<file path="config.mk">
export PLATFORM = sky130hd
export DESIGN_NAME = fifo_read_engine
export DESIGN_NICKNAME = d
export VERILOG_FILES = /design/src/rtl/fifo_read_engine.sv
export SDC_FILE = /design/constraint.sdc
export NUM_CORES = 1
export LEC_CHECK = 0
export BUFFER_PORTS_ARGS = -buffer_cell sky130_fd_sc_hd__buf_4
export CAP_MARGIN = 15
export CORE_MARGIN = 2
export CORE_UTILIZATION = 24
export DETAILED_ROUTE_END_ITERATION = 10
export GPL_TIMING_DRIVEN = 0
export PLACE_DENSITY_LB_ADDON = 0.2
export SYNTH_ARGS = -nofsm -noshare
export SYNTH_HDL_FRONTEND = slang
export SYNTH_SLANG_ARGS = --single-unit
</file>
<file path="constraint.sdc">
create_clock -name clk -period 1.4 [get_ports clk]
set_input_delay 0.07 -clock clk [delete_from_list [all_inputs] [get_ports clk]]
set_output_delay 0.07 -clock clk [all_outputs]
set_load 0.02 [all_outputs]
</file>
<file path="src/rtl/fifo_read_engine.sv">
// Read-side controller for the 8-deep FIFO: burst/flush-triggered drains,
// one read in flight, 2-entry output buffer on a valid/ready stream, read error counter.
module fifo_read_engine #(
    parameter int DATA_W = 32,
    parameter int THRESH = 4
) (
    input  logic              clk,
    input  logic              reset,
    input  logic              flush,
    input  logic [3:0]        data_count,
    input  logic              rd_ack,
    input  logic              rd_err,
    input  logic [DATA_W-1:0] dout,
    output logic              rd_en,
    output logic [DATA_W-1:0] out_data,
    output logic              out_valid,
    input  logic              out_ready,
    output logic              busy,
    output logic [7:0]        err_cnt
);

    localparam logic       STATE_IDLE  = 1'b0;
    localparam logic       STATE_DRAIN = 1'b1;
    localparam logic [3:0] THRESH_L    = 4'(THRESH);

    logic              state_q, state_d, state_n_s;
    logic              pend_q, pend_d;
    logic [1:0]        occ_q, occ_d;
    logic [DATA_W-1:0] head_q, head_d;
    logic [DATA_W-1:0] tail_q, tail_d;
    logic [7:0]        err_cnt_q, err_cnt_d;

    logic              push_s, pop_s, rd_en_s, trigger_s;
    logic [3:0]        avail_s;
    logic [1:0]        occ_pop_s, slots_s;

    // Read issue: an ack only counts while a read is pending, so a late ack after reset is dropped.
    always_comb begin
        push_s    = rd_ack & pend_q;
        pop_s     = (occ_q != 2'd0) & out_ready;
        avail_s   = data_count - {3'b000, pend_q};
        occ_pop_s = occ_q - {1'b0, pop_s};
        slots_s   = occ_pop_s + {1'b0, pend_q};
        // One read in flight at a time; the slot check keeps the 2-entry buffer from overflowing.
        rd_en_s   = (state_q == STATE_DRAIN) & (avail_s != 4'd0) & ~pend_q & (slots_s < 2'd2);
    end

    // Drain state machine; a read error always drops back to IDLE.
    always_comb begin
        trigger_s = (data_count >= THRESH_L) | flush;
        state_n_s = state_q;
        case (state_q)
            STATE_IDLE: begin
                if (trigger_s) begin
                    state_n_s = STATE_DRAIN;
                end else begin
                    state_n_s = STATE_IDLE;
                end
            end
            STATE_DRAIN: begin
                if ((avail_s == 4'd0) && !pend_q && !flush) begin
                    state_n_s = STATE_IDLE;
                end else begin
                    state_n_s = STATE_DRAIN;
                end
            end
            default: state_n_s = STATE_IDLE;
        endcase
        if (rd_err) begin
            state_d = STATE_IDLE;
        end else begin
            state_d = state_n_s;
        end
    end

    // Pending-read flag and saturating error counter.
    always_comb begin
        if (rd_en_s) begin
            pend_d = 1'b1;
        end else if (rd_ack || rd_err) begin
            pend_d = 1'b0;
        end else begin
            pend_d = pend_q;
        end
        if (rd_err && (err_cnt_q != 8'hFF)) begin
            err_cnt_d = err_cnt_q + 8'd1;
        end else begin
            err_cnt_d = err_cnt_q;
        end
    end

    // Two-entry output buffer; head drives out_data and only moves on pop or fill-from-empty.
    always_comb begin
        head_d = head_q;
        tail_d = tail_q;
        occ_d  = occ_pop_s + {1'b0, push_s};
        case ({push_s, pop_s})
            2'b10: begin
                if (occ_q == 2'd0) begin
                    head_d = dout;
                end else begin
                    tail_d = dout;
                end
            end
            2'b01: head_d = tail_q;
            2'b11: begin
                if (occ_q == 2'd1) begin
                    head_d = dout;
                end else begin
                    head_d = tail_q;
                    tail_d = dout;
                end
            end
            default: begin
                head_d = head_q;
                tail_d = tail_q;
            end
        endcase
    end

    // State registers with synchronous reset.
    always_ff @(posedge clk) begin
        if (reset) begin
            state_q   <= STATE_IDLE;
            pend_q    <= 1'b0;
            occ_q     <= 2'd0;
            head_q    <= '0;
            tail_q    <= '0;
            err_cnt_q <= 8'd0;
        end else begin
            state_q   <= state_d;
            pend_q    <= pend_d;
            occ_q     <= occ_d;
            head_q    <= head_d;
            tail_q    <= tail_d;
            err_cnt_q <= err_cnt_d;
        end
    end

    assign rd_en     = rd_en_s;
    assign out_data  = head_q;
    assign out_valid = (occ_q != 2'd0);
    assign busy      = (state_q == STATE_DRAIN);
    assign err_cnt   = err_cnt_q;

endmodule

</file>
==> results.py <==
metrics = {
    "final_layout": {
        "layout-drive-gt1-share_pct": 36.96,
        "stdcell_count": 728,
        "flow.area_growth_from_synthesis_pct": 63.12,
        "layout_common_cells": "nand2_1 (126), buf_4 (102), dfxtp_1 (71), nor2_1 (39), dlygate4sd3_1 (32)",
        "antenna_cells": 0,
        "layout_commonest_cell": "nand2_1",
        "layout.cell_area.non_filler_mm2": 0.005406,
        "num-nets-final": 594,
    },
    "pwr": {
        "p_sw_uw": 3274,
        "power.switching_fraction_pct": 34.22,
        "share_seq_of_total_power_pct": 29.8,
        "power.density_cell_area_mw_per_mm2": 1770,
        "power_frac_clock_pct": 26.0,
        "power.share.combinational_pct": 44.2,
        "max-vdd-ir-drop_v": 0.0008747,
        "power.internal_uw": 6294,
        "power.static_leakage_uw": 0.002122,
    },
    "setup_path": {
        "path_class": "flip-flop to output port",
        "crit_fanout": 3,
        "worst_ep_required_time_ns": 1.33,
        "worst-endpoint-arrival_ns": 1.59,
        "r2r-start": "occ_q[1]",
        "setup.worst_path.start": "occ_q[1]",
        "setup.worst_path.start_class": "flip-flop",
        "critPathCaptureType": "output port",
    },
    "clock_network": {
        "clk-insertion-delay-late_ns": 0.34,
        "cts.reportedPaths.clkPinSlew_ns": 0.06,
        "cts-root-buf": "clkbuf_16",
        "cts.path.max_buffers": 2,
        "cts_tree": "built",
        "cts_sinks": 76,
        "tritoncts.num_buffers": 9,
        "cts.htree.levels": 3,
    },
    "logic_synthesis": {
        "ys_ff_latch": 76,
        "synth_sequential_area_ratio_pct": 45.90,
        "post-synth-top-area-fraction_pct": 45.90,
        "cell_count_after_synthesis": 392,
        "syn_nets": 438,
        "synth_area_mm2": 0.003314,
        "synth_area_leader_cell": "dfxtp_1",
        "synthArstFlopShare_pct": 0,
        "postSynthAreaPerCell_um2": 8.455,
        "yosys-top-cells-area": "dfxtp_1 (46%), nand2_1 (15%), a311oi_2 (13%), a21oi_1 (5.3%), nor2_1 (4.5%)",
        "synth_flop_cell": "dfxtp_1",
        "synth-edff-count": 0,
        "yosys_warnings": 0,
        "post_synth_num_cell_types": 38,
    },
    "die": {
        "floorplan.die.height_um": 121.5,
        "initial_utilization_pct": 24.83,
        "fp.dieArea_mm2": 0.01477,
        "fp.coreArea_mm2": 0.01335,
        "row_count": 42,
        "ioPinCount": 85,
        "die_w_um": 121.5,
    },
    "timing": {
        "finalMaxSlewViolations": 0,
        "layout_min_cycle_time_ns": 1.664,
        "grt_setup_unrepaired": "true",
        "clock.fmax_mhz": 601.0,
        "layout_skew_ns": 0.007825,
        "layout_setup_ws_ns": -0.2640,
        "hold-worst-slack_ns": 0.01205,
        "setup_viol": 33,
        "finalHoldViolations": 0,
        "slew_headroom_pct": 42.07,
        "setup_tns_ns": -5.320,
        "layout_worst_path_cycle_share_pct": 118.9,
        "worst-slew-pin-transition_ns": 0.8690,
    },
    "routing": {
        "detail_route.drc_violations": 0,
        "drt_first_pass_iters": 4,
        "detail_route.wl_per_cell_um": 14.38,
        "vias_after_detailed_routing": 3260,
        "detail-route-antenna-nets": 0,
        "first_iter_violations": 120,
        "vias_per_cell": 4.478,
        "wirelength_mm": 10.47,
    },
    "run": {
        "maxCapViolCount": 0,
    },
    "grt": {
        "first_pass_grt_wire_length_mm": 15.61,
        "grt_start_max_net_pins": 13,
        "first_global_vias": 3173,
        "total_track_usage_pct": 13.72,
        "antenna_violations_before_repair": 0,
        "grt_overflow_total": 0,
    },
    "placed_design": {
        "io_buffer_count": 83,
        "routabilityCongestion": 0.7601,
        "placement.cell_area_mm2": 0.004189,
        "place_inst": 651,
        "dpl.hpwl_mm": 6.578,
    },
    "hold_path": {
        "timing.hold.worst.class": "primary input to flip-flop",
        "holdCritStartpoint": "dout[20]",
    },
    "status": {
        "run_status": "finished, violations left",
        "violations_in_the_final_reports": "negative setup slack",
    },
}
-- timing repair --
action | CTS | global route
endpoints found under the hold margin | 33 | 0
hold buffers | 32 | 0
resized for setup | 25 | 54
gates cloned | 1 | 9
setup endpoints to repair | 55 | 72
buffers inserted | 7 | 14
pin swaps | 5 | 41
-- cell usage after synthesis, drive strengths merged (3+ instances only) --
library cell,instances
clkbuf,7
buf,20
o21a,3
xor2,4
nor3,3
nor2,40
a21oi,35
o21ai,3
a311oi,31
dfxtp,76
nand4,3
ha,4
inv,7
nand2,129
nand3,3
-- cells by family (layout without fill, tap and decap cells) --
logic type	after synthesis	in the layout	share of synthesized area, %
buf+inv	34	194	5.361
fa+ha+maj	4	4	1.510
flops	76	76	45.90
compound gates	78	78	21.44
simple gates	192	192	23.59
xor+xnor	6	6	1.585
mux	2	2	0.6040
-- sequential cells by signal, summed over array words and instances (netlist names) --
name and count:
busy 1, pend_q 1, tail_q 32, occ_q 2
out_data 32, err_cnt 8
-- path summary, 6_finish.rpt --
| check | endpoint | slack [ns] | cells after the start |
|---|---|---|---|
| min | tail_q[20] | 0.01 | 3 |
| min reg2reg | tail_q[1] | 0.45 | 2 |
| max reg2reg | out_data[12] | -0.22 | 7 |
| max | rd_en | -0.26 | 5 |
-- routing by layer --
layer	global-route usage (%)	up-vias	routed length [um]
met1	16.00	1546	4618
li1	-	1647	-
met3	3.430	9	406
met5	0	-	0
met2	24.61	58	5323
met4	4.310	0	116
-- metrics by stage --
stage | util, % | setup WS [ns] | total power (uW)
floorplan | - | 0.008316 | 4954
global placement | 31.38 | -0.2016 | 6080
detailed placement | 31.38 | -0.2768 | 6138
CTS | 37.31 | -0.2929 | 9005
global route | 40.50 | -0.3149 | 10110
finish | 40.50 | -0.2640 | 9568
-- final cells by class --
| cell class | instances | area [um2] |
|---|---|---|
| Inverter | 7 | 26.28 |
| Timing Repair Buffer | 145 | 1272 |
| Buffer | 27 | 262.8 |
| Sequential cell | 76 | 1538 |
| Clock inverter | 4 | 73.82 |
| Tap cell | 176 | 220.2 |
| Fill cell | 1370 | 7941 |
| Clock buffer | 11 | 242.7 |
| Multi-Input combinational cell | 282 | 1770 |
-- worst max-delay path, stage by stage (launching register included) --
cell and delay, ns:
dfxtp_4 0.35, o21a_4 0.23, ha_4 0.17, xor2_4 0.16
nor3b_4 0.21, buf_6 0.15
-- power groups by stage --
stage	sequential [uW]	clock [uW]	combinational, uW
4_1_cts	2850	2570	3590
6_report	2850	2490	4230
3_5_place_dp	2900	0	3240
5_1_grt	2900	2650	4560
3_3_place_gp	2880	0	3190
2_1_floorplan	3310	0	1650
Power figures use the tool's default switching activity.
